<file path="src/rtl/carrier_gen_param_pkg.sv">
// rtl/carrier_gen_param_pkg.sv - shared PWM carrier types and mask helper
package carrier_gen_param_pkg;

  typedef enum logic [1:0] {
    COUNT_UP     = 2'd0,
    COUNT_DOWN   = 2'd1,
    COUNT_UPDOWN = 2'd2
  } _count_mode;

  typedef enum logic [1:0] {
    NO_MASK     = 2'd0,
    MIN_MASK    = 2'd1,
    MAX_MASK    = 2'd2,
    MINMAX_MASK = 2'd3
  } _mask_mode;

  typedef enum logic {
    PWM_OFF = 1'b0,
    PWM_ON  = 1'b1
  } _pwm_onoff;

  typedef enum logic {
    DIR_UP   = 1'b0,
    DIR_DOWN = 1'b1
  } _carr_dir;

  // Masked update strobe: zero events pass for MIN/MINMAX, peak events for MAX/MINMAX
  function automatic logic mask_hit(_mask_mode m, logic z, logic p);
    return (z && (m == MIN_MASK || m == MINMAX_MASK)) ||
           (p && (m == MAX_MASK || m == MINMAX_MASK));
  endfunction

endpackage

</file>
<file path="src/rtl/carrier_gen_param_prescaler.sv">
// rtl/carrier_gen_param_prescaler.sv - clock prescaler producing the carrier count tick
module pwm_prescaler #(
  parameter int PSW = 8
) (
  input  logic           clk,
  input  logic           reset,
  input  logic           clr,
  input  logic [PSW-1:0] prescale,
  output logic           tick
);

  logic [PSW-1:0] r_cnt;

  // Tick whenever the count reaches the active prescale value; count wraps there
  assign tick = (r_cnt == prescale);

  // Free-running divider, cleared on idle/start/resync so phase restarts cleanly
  always_ff @(posedge clk or negedge reset) begin
    if (!reset) begin
      r_cnt <= '0;
    end else if (clr || tick) begin
      r_cnt <= '0;
    end else begin
      r_cnt <= r_cnt + 1'b1;
    end
  end

endmodule

</file>
<file path="src/rtl/carrier_gen_param.sv">
// rtl/carrier_gen_param.sv - shadowed, prescaled PWM carrier counter with zero/peak events
module carrier_gen_param
  import carrier_gen_param_pkg::*;
#(
  parameter int CW  = 16,
  parameter int PSW = 8
) (
  input  logic           clk,
  input  logic           reset,
  input  logic [CW-1:0]  period,
  input  logic [CW-1:0]  init_carr,
  input  logic [PSW-1:0] prescale,
  input  _count_mode     count_mode,
  input  _mask_mode      mask_mode,
  input  _pwm_onoff      pwm_onoff,
  input  logic           sync_in,
  output logic [CW-1:0]  carrier,
  output logic           dir,
  output logic           zero_event,
  output logic           peak_event,
  output logic           mask_event,
  output logic           shadow_load
);

  logic [CW-1:0]  r_carrier;
  _carr_dir       r_dir;
  logic           r_zero;
  logic           r_peak;
  logic           r_mask;
  logic           r_shload;
  logic           r_run;
  logic [CW-1:0]  r_period_act;
  logic [PSW-1:0] r_prescale_act;
  _count_mode     r_mode_act;

  logic           w_tick;
  logic           w_clr;
  logic [CW-1:0]  w_init_start;
  logic [CW-1:0]  w_init_sync;
  logic [CW-1:0]  w_nxt_carrier;
  _carr_dir       w_nxt_dir;
  _carr_dir       w_bound_dir;
  logic           w_zero;
  logic           w_peak;
  logic           w_bound;
  logic           w_go_up;

  assign carrier     = r_carrier;
  assign dir         = r_dir;
  assign zero_event  = r_zero;
  assign peak_event  = r_peak;
  assign mask_event  = r_mask;
  assign shadow_load = r_shload;

  // Prescaler restarts whenever the counter is not free-running (idle, start, resync)
  assign w_clr = (pwm_onoff == PWM_OFF) || !r_run || sync_in;

  pwm_prescaler #(.PSW(PSW)) u_prescaler (
    .clk      (clk),
    .reset    (reset),
    .clr      (w_clr),
    .prescale (r_prescale_act),
    .tick     (w_tick)
  );

  // Phase values are clamped so the carrier never starts above its peak
  assign w_init_start = (init_carr > period)       ? period       : init_carr;
  assign w_init_sync  = (init_carr > r_period_act) ? r_period_act : init_carr;

  // Direction after a boundary reload: DOWN mode always counts down; UPDOWN entered
  // from a DOWN boundary sits at peak, so it must continue downwards
  assign w_bound_dir = (count_mode == COUNT_DOWN ||
                        (count_mode == COUNT_UPDOWN && r_mode_act == COUNT_DOWN))
                       ? DIR_DOWN : DIR_UP;

  // Next carrier value, direction and events for one tick with a nonzero period
  always_comb begin
    w_nxt_carrier = r_carrier;
    w_nxt_dir     = r_dir;
    w_zero        = 1'b0;
    w_peak        = 1'b0;
    w_bound       = 1'b0;
    w_go_up       = 1'b0;
    case (r_mode_act)
      COUNT_DOWN: begin
        w_nxt_dir = DIR_DOWN;
        if (r_carrier == '0) begin
          w_nxt_carrier = r_period_act;
          w_peak        = 1'b1;
          w_bound       = 1'b1;
        end else begin
          w_nxt_carrier = r_carrier - CW'(1);
          w_zero        = (r_carrier == CW'(1));
        end
      end
      COUNT_UPDOWN: begin
        w_go_up = (r_dir == DIR_UP || r_carrier == '0) && (r_carrier < r_period_act);
        if (w_go_up) begin
          w_nxt_carrier = r_carrier + CW'(1);
          w_peak        = (w_nxt_carrier == r_period_act);
          w_nxt_dir     = w_peak ? DIR_DOWN : DIR_UP;
        end else begin
          w_nxt_carrier = r_carrier - CW'(1);
          w_zero        = (w_nxt_carrier == '0);
          w_bound       = w_zero;
          w_nxt_dir     = w_zero ? DIR_UP : DIR_DOWN;
        end
      end
      default: begin
        w_nxt_dir = DIR_UP;
        if (r_carrier >= r_period_act) begin
          w_nxt_carrier = '0;
          w_zero        = 1'b1;
          w_bound       = 1'b1;
        end else begin
          w_nxt_carrier = r_carrier + CW'(1);
          w_peak        = (w_nxt_carrier == r_period_act);
        end
      end
    endcase
  end

  // Carrier, shadow registers and registered event strobes
  always_ff @(posedge clk or negedge reset) begin
    if (!reset) begin
      r_carrier      <= '0;
      r_dir          <= DIR_UP;
      r_zero         <= 1'b0;
      r_peak         <= 1'b0;
      r_mask         <= 1'b0;
      r_shload       <= 1'b0;
      r_run          <= 1'b0;
      r_period_act   <= '0;
      r_prescale_act <= '0;
      r_mode_act     <= COUNT_UP;
    end else begin
      r_zero   <= 1'b0;
      r_peak   <= 1'b0;
      r_mask   <= 1'b0;
      r_shload <= 1'b0;
      if (pwm_onoff == PWM_OFF) begin
        r_run          <= 1'b0;
        r_carrier      <= '0;
        r_dir          <= DIR_UP;
        r_period_act   <= period;
        r_prescale_act <= prescale;
        r_mode_act     <= count_mode;
      end else if (!r_run) begin
        r_run          <= 1'b1;
        r_carrier      <= w_init_start;
        r_dir          <= (count_mode == COUNT_DOWN) ? DIR_DOWN : DIR_UP;
        r_period_act   <= period;
        r_prescale_act <= prescale;
        r_mode_act     <= count_mode;
        r_shload       <= 1'b1;
      end else if (sync_in) begin
        r_carrier <= w_init_sync;
        if (r_mode_act == COUNT_UPDOWN && w_init_sync == r_period_act) begin
          r_dir <= DIR_DOWN;
        end
      end else if (w_tick) begin
        if (r_period_act == '0) begin
          r_carrier      <= '0;
          r_dir          <= (count_mode == COUNT_DOWN) ? DIR_DOWN : DIR_UP;
          r_period_act   <= period;
          r_prescale_act <= prescale;
          r_mode_act     <= count_mode;
          r_shload       <= 1'b1;
        end else begin
          r_carrier <= w_nxt_carrier;
          r_dir     <= w_nxt_dir;
          r_zero    <= w_zero;
          r_peak    <= w_peak;
          r_mask    <= mask_hit(mask_mode, w_zero, w_peak);
          if (w_bound) begin
            r_period_act   <= period;
            r_prescale_act <= prescale;
            r_mode_act     <= count_mode;
            r_shload       <= 1'b1;
            r_dir          <= w_bound_dir;
          end
        end
      end
    end
  end

endmodule

</file>
<file path="config.mk">
export PLATFORM = sky130hd
export DESIGN_NAME = carrier_gen_param
export DESIGN_NICKNAME = d
export VERILOG_FILES = /design/src/rtl/carrier_gen_param_pkg.sv /design/src/rtl/carrier_gen_param_prescaler.sv /design/src/rtl/carrier_gen_param.sv
export SDC_FILE = /design/constraint.sdc
export NUM_CORES = 1
export LEC_CHECK = 0
export CORE_ASPECT_RATIO = 1.1
export CORE_MARGIN = 5
export CORE_UTILIZATION = 53
export CTS_CLUSTER_SIZE = 12
export DETAILED_ROUTE_END_ITERATION = 8
export PLACE_DENSITY = 0.74
export SETUP_SLACK_MARGIN = 0.1
export SLEW_MARGIN = 20
export SYNTH_ARGS = -nofsm -noshare
export SYNTH_HDL_FRONTEND = slang
export SYNTH_SLANG_ARGS = --single-unit
</file>
<file path="constraint.sdc">
create_clock -name clk -period 5.55 [get_ports clk]
set_input_delay 1.11 -clock clk [delete_from_list [all_inputs] [get_ports clk]]
set_output_delay 1.11 -clock clk [all_outputs]
set_load 0.005 [all_outputs]
</file>
=== Yosys cells after proc, flatten, opt, wreduce, memory -nomap -nowiden ===
Cells that the tools add are included.

* Equal/unequal tests: 16
* $add $sub $neg: 3
* Bitwise logic cells: 2
* Magnitude comparators: 4
* Reductions and logical operators: 19
* Mux-type cells: 74

{| class="wikitable"
|+ Operators by type and width
! kind !! number
|-
| 16-bit 2-to-1 mux || 16
|-
| 8-bit 2-to-1 mux || 7
|-
| 16-bit zero test || 3
|-
| 1-bit 2-to-1 mux || 40
|-
| 16-bit equality test || 2
|-
| 16-bit greater-than comparator || 2
|-
| 16-bit case mux with 2 select lines || 1
|-
| 16-bit by 1-bit adder with 16-bit output, second input constant || 1
|-
| 16-bit by 1-bit equality test with 1-bit output, second input constant || 1
|-
| 16-bit >= comparator || 1
|-
| 16-bit < comparator || 1
|-
| 16-bit by 1-bit subtractor with 16-bit output, second input constant || 1
|-
| 2-bit 2-to-1 mux || 6
|-
| 8-bit by 1-bit adder with 8-bit output, second input constant || 1
|-
| 2-bit equality test, second input constant || 4
|-
| 8-bit equality test || 1
|-
| 1-bit logical OR || 8
|-
| 4-bit by 3-bit != test with 1-bit output, second input constant || 2
|-
| 1-bit case mux with 2 select lines || 4
|-
| 2-bit by 1-bit equality test with 1-bit output, second input constant || 3
|-
| 1-bit logical AND || 5
|-
| 4-bit by 2-bit != test with 1-bit output, second input constant || 1
|-
| 3-bit by 2-bit != test with 1-bit output, second input constant || 1
|-
| 3-bit != test, second input constant || 1
|-
| other kinds (4) || 5
|}

* Bits of input ports: 48
* Register bits after elaboration: 56
* Word-level logic and storage cells: 129
* Output and inout port bits: 21

=== Logic depth before layout (Yosys ltp) ===
* Word-level depth: 12
* Depth in mapped cells: 14
* Depth with buffers taken out: 11

=== By module ===
From an unflattened synthesis, not the netlist that was laid out.

* Cells, all modules: 766
* Area total of the unflattened synthesis: 6268.5 um^2

{| class="wikitable"
|+ Modules (own cells, without submodules)
! module !! seq. area each (um^2) !! times used !! area an instance (um^2) !! cells each
|-
| carrier_gen_param || 1201.2 || 1 || 5746.8 || 720
|-
| pwm_prescaler || 200.2 || 1 || 521.8 || 46
|}

=== Worst setup path before layout ===
OpenSTA, ideal clock, no wires.

* Path kind: input to register
* Start: input port init_carr[13]
* End: register r_carrier[15], in the netlist carrier[15]
* Required time: 5.428 ns
* Path buffers: 0
* Setup time: 0.122 ns
* Cell stages on the path: 10
* Arrival time: 3.264 ns
* Setup slack: 2.165 ns
* Cell sequence: ha_1 > a21o_1 > a21o_1 > a221oi_1 > o211ai_1 > a31o_2 > a221o_1 > a31oi_1 > o21ai_0 > a32o_1

* Cells in the longest elaborated chain, start to end: 5
* Elaborated cells on any way between the ends: 7
* Classes of those cells: order compare (2); mux (5)

{| class="wikitable"
|+ Ends and longest elaborated chain
! element !! line !! source
|-
| from (decl) || carrier_gen_param.sv:11 || <nowiki>input logic [CW-1:0] init_carr,</nowiki>
|-
| 16-bit greater-than comparator || carrier_gen_param.sv:68 || <nowiki>assign w_init_sync = (init_carr > r_period_act) ? r_period_act : init_carr;</nowiki>
|-
| 16-bit 2-to-1 mux || carrier_gen_param.sv:68 ||
|-
| 16-bit 2-to-1 mux || carrier_gen_param.sv:156 || <nowiki>end else if (sync_in) begin</nowiki>
|-
| 16-bit 2-to-1 mux * || carrier_gen_param.sv:148 || <nowiki>end else if (!r_run) begin</nowiki>
|-
| 16-bit 2-to-1 mux * || carrier_gen_param.sv:141 || <nowiki>if (pwm_onoff == PWM_OFF) begin</nowiki>
|-
| to (signal assigned) || carrier_gen_param.sv:150 || <nowiki>r_carrier <= w_init_start;</nowiki>
|-
| to (signal assigned) || carrier_gen_param.sv:157 || <nowiki>r_carrier <= w_init_sync;</nowiki>
|-
| to (signal assigned) || carrier_gen_param.sv:170 || <nowiki>r_carrier <= w_nxt_carrier;</nowiki>
|-
| to (decl) || carrier_gen_param.sv:25 || <nowiki>logic [CW-1:0] r_carrier;</nowiki>
|}

Mark *: on every way between the ends. The rest lies on a longest branch, timed or not.
A chain may end at the register's enable or synchronous reset.

=== Final worst setup path ===
* Start: input port init_carr[15]
* End: register r_carrier[10], in the netlist carrier[10]

The elaborated chain is that of the path after synthesis.

==> summary by stage <==
Global routing
Entering global routing, the biggest net connects between 50 and 60 pins. The wire length of the first global-routing pass is roughly 34,000 um. The overall global routing resource usage is approximately a third. The total congestion overflow is 0. The number of antenna violations at the first check in global routing is 0. The number of global-route vias before repair was between 6,000 and 7,000.

Critical path
The register-to-register setup slack is between 1000 and 1500 ps. The signal arrival time at the worst endpoint is about 4500 ps. The worst register-to-register path has a depth of 11.

STA classifies the critical path endpoint as a flip-flop. The highest net fanout along the worst path is 30. The worst setup path is launched from an input pin.

The family with the most delay on the worst path is simple AND/OR/NAND/NOR gates. The type of the worst setup path is input pin to flip-flop. The slowest cell on the critical path is clkdlybuf4s50_1.

The critical path goes through clkdlybuf4s50_1, ha_1, nand4_1, nor3_1, nand3_1, nor3_1, a31o_2, mux2_2, o21ai_0, o21ai_0, o2bb2ai_1. The number of buffer and inverter instances along the worst setup path is 1. The startpoint of the most critical register-to-register path is r_period_act[13]$_DFFE_PN0P_. The worst register-to-register path ends at r_prescale_act[5]$_DFFE_PN0P_. For this run, the slowest stage of the critical path takes between 500 and 600 ps. STA puts the critical path data required time at about 5800 ps.

CTS
The post-CTS resize count is 0. No sink is reached through more buffers than the 2 on the longest clock path. For the worst-skew pair, the clock arrives at the later sink with an insertion delay of roughly 310 ps.

The total CTS buffers is 5. After clock tree synthesis, the clock-pin slew on the worst setup and hold paths is approximately 90 ps. The tree is rooted in a clkbuf_16.

The H-tree generated during clock tree synthesis spans 2 levels. The clock tree from TritonCTS is yes. The number of sinks driven by the clock tree is 56. The number of buffers inserted for hold repair after clock tree synthesis is 0. The post-CTS setup-driven buffer insertion count is 0.

Synthesis
Summing the areas of all fa, ha and maj instances in the mapped netlist gives a little under an eighth of the synthesized area. The number of distinct standard cells referenced by the synthesized netlist is 76. Among all flip-flop cells after synthesis, the most frequent one is dfrtp_1.

The number of synthesized register bits is between 50 and 60. The number of cells produced by synthesis is 737. In the synthesized netlist, mux cells make up roughly 6% of the area. By area, the combinational part of the netlist is dominated by compound AO/OA/AOI/OAI gates. Of the synthesized area, sequential elements account for roughly 23%. The synthesized design spends more area on one cell type than any other, namely dfrtp_1. For this run, asynchronously set or reset flops after synthesis account for 100%. The fraction of synthesized cell area in xor and xnor cells is approximately 8.5%. For this run, the number of Yosys warnings is 0. The proportion of netlist area held by the largest area contributor is 23.2%. The simple-gate share of the synthesized area is between 20% and 30%. The number of flops mapped to enable cells by yosys is 0. The number of nets in the synthesized netlist is 840. The post-synthesis compound-gate area fraction is between 20 and 25%.

In the post-synthesis netlist, the biggest area contributors are dfrtp_1 (23%), ha_1 (11%), nand2_1 (4.7%), xnor2_1 (4.3%), xor2_1 (3.8%). In this run the mean area of a mapped cell was around 8 um^2. After synthesis the cells add up to approximately 0.0060 mm^2.

Finish
After routing the design area is ~0.0069 mm^2. Cells fill 60.9% of the core in the end. The leading cell type in the layout, fill and taps excluded is nand2_1.

Cells with a size suffix above 1 make up 6.84% of the layout. Once layout is complete, the cells apart from fillers number a little over 900. After the last flow step, the layout net total stands at approximately 880. In the layout the commonest cells are nand2_1 (75), clkdlybuf4s50_1 (67), dfrtp_1 (56). The repair_antennas step left the layout with diodes totalling 0. The post-synthesis to final-layout area growth is 14.2%.

Power and ir drop
The clock network is responsible for between 20% and 30% of the overall power. The proportion of power drawn by combinational gates is around two fifths. The part of the total power dissipated in sequential elements is 36.2%. Net switching is 41.4% of the power. In this run the power spent charging and discharging nets is roughly 610 uW.

Total power for the finished layout comes to between 1 and 1.5 mW. The power density of the placed cells is around 210 mW/mm^2. The worst-case IR drop observed on VDD is between 0.00015 and 0.0002 V. The leakage power is 2.99 nW. Internal power comes to between 800 and 900 uW.

STA
Of the available clock period, the critical path in the final layout requires 77.8%. The worst slew slack as a fraction of its limit is 34.0%. Based on the critical path, the design can be clocked at up to 232 MHz. Setup repair after global routing left no endpoint under its margin. The total setup violations reported at the end of the flow is 0. The hold violation count in the final report is 0. For the final database, setup skew stands at about 15 ps. For the pin with the worst max-slew slack, the measured transition is ~980 ps. The clock period minus worst slack is 4320 ps. Adding up every negative setup slack in the final design gives 0 ps. The count of pins over their slew limit is 0.

Setup slack on the critical path of the routed design comes to 1230 ps. Hold is met by 534 ps.

Route
The post-detailed-route count of antenna-violating nets is 0. After detailed routing, the average wire length per cell comes to 23.8 um. The remaining design rule violation count is 0. The via total after detailed routing is between 6,000 and 7,000. Summed over all layers, the routed wires come to 22,000 um. The iteration count of the initial detailed-routing pass is 6.

The starting DRC count in detailed routing is 821. In the routed layout, each cell is associated on average with a via count of between 6 and 7.

Floorplan
The die is between 100 and 150 um tall. The core area is between 0.01 and 0.015 mm^2. The floorplan step defined a die boundary enclosing 0.0136 mm^2. The initialized floorplan defines 41 standard-cell rows. The number of placed I/O pins is 69.

The die is approximately 110 um wide. The initial core utilization is between 50% and 60%.

Min path
The worst hold path begins at r_prescale_act[3]$_DFFE_PN0P_. The cell count of the worst hold path is 1. The worst hold path belongs to the class flip-flop to flip-flop.

The end point of the worst hold path is r_prescale_act[3]$_DFFE_PN0P_.

Placed design
The detailed placement HPWL is between 15,000 and 20,000 um. Input and output buffers added on the ports amount to 68. The post-placement setup slack is between 900 and 1000 ps.

The area after detailed placement is about 0.0068 mm^2. The cell count after placement is between 900 and 1,000. The congestion estimate from routability-driven global placement came to 0.954.

Outcome
The run finished with clean final reports.

Run
Max-cap violations in this run came to 0.
==> synthesized netlist by cell type (7+ instances only) <==
cell type  instances
clkbuf_1          33
nand3_1           26
o211ai_1          10
a211oi_1           7
buf_2              9
a21oi_1           35
dfrtp_1           56
nor4_1            14
and3_1             7
xor2_1            26
xnor2_1           30
o21ai_0           39
nor2_1            48
a221oi_1           7
a221o_1           10
inv_1             50
nor3_1            12
nand2_1           75
nand4_1           21
a21o_1            12
mux2i_1           18
ha_1              55
mux2_2            12
==> metal layers <==
metal,track usage (%),vias up,wire length (um)
li1,-,2809,-
met4,16.1,0,1210
met1,41.1,2953,8880
met3,4.42,97,1880
met2,52.5,385,10100
met5,0,-,0
==> area by class of cell <==
| type | instances | area [um^2] |
|---|---|---|
| fillers | 1048 | 4440 |
| multi-input cells | 583 | 4220 |
| flip-flops and latches | 56 | 1400 |
| repair buffers | 78 | 751 |
| inverters | 50 | 188 |
| well taps | 150 | 188 |
| clock buffers | 5 | 125 |
| clock inverters | 3 | 22.5 |
==> flip-flops by register name (all words and copies together) (netlist names) <==
name,cells
shadow_load,1
r_mode_act,2
r_period_act,16
dir,1
r_run,1
r_prescale_act,8
mask_event,1
u_prescaler.r_cnt,8
carrier,16
zero_event,1
peak_event,1
==> cell families after synthesis <==
group / count (synthesis)
compound gates: 193
xor+xnor: 57
fa+ha+maj: 55
buf+inv: 98
flops: 56
mux: 33
simple gates: 245
==> how the worst max path moves through the flow <==
| stage | startpoint | to | depth (start not counted) |
|---|---|---|---|
| 3_5_place_dp | init_carr[15] | carrier[10]$_DFFE_PN0P_ | 11 |
| 3_3_place_gp | init_carr[15] | carrier[10]$_DFFE_PN0P_ | 11 |
| 6_report | init_carr[15] | carrier[10]$_DFFE_PN0P_ | 11 |
| 2_1_floorplan | init_carr[13] | carrier[15]$_DFFE_PN0P_ | 10 |
| 5_1_grt | init_carr[15] | carrier[10]$_DFFE_PN0P_ | 11 |
| 4_1_cts | init_carr[15] | carrier[10]$_DFFE_PN0P_ | 11 |
==> power by group through the flow <==
stage | clock [mW] | combinational [mW] | sequential [mW]
global route | 0.363 | 0.655 | 0.539
finish | 0.341 | 0.603 | 0.536
floorplan | 0 | 0.429 | 0.475
CTS | 0.345 | 0.592 | 0.531
detailed placement | 0 | 0.588 | 0.539
global placement | 0 | 0.580 | 0.539
Note: power is estimated with default switching activity, not from simulation.
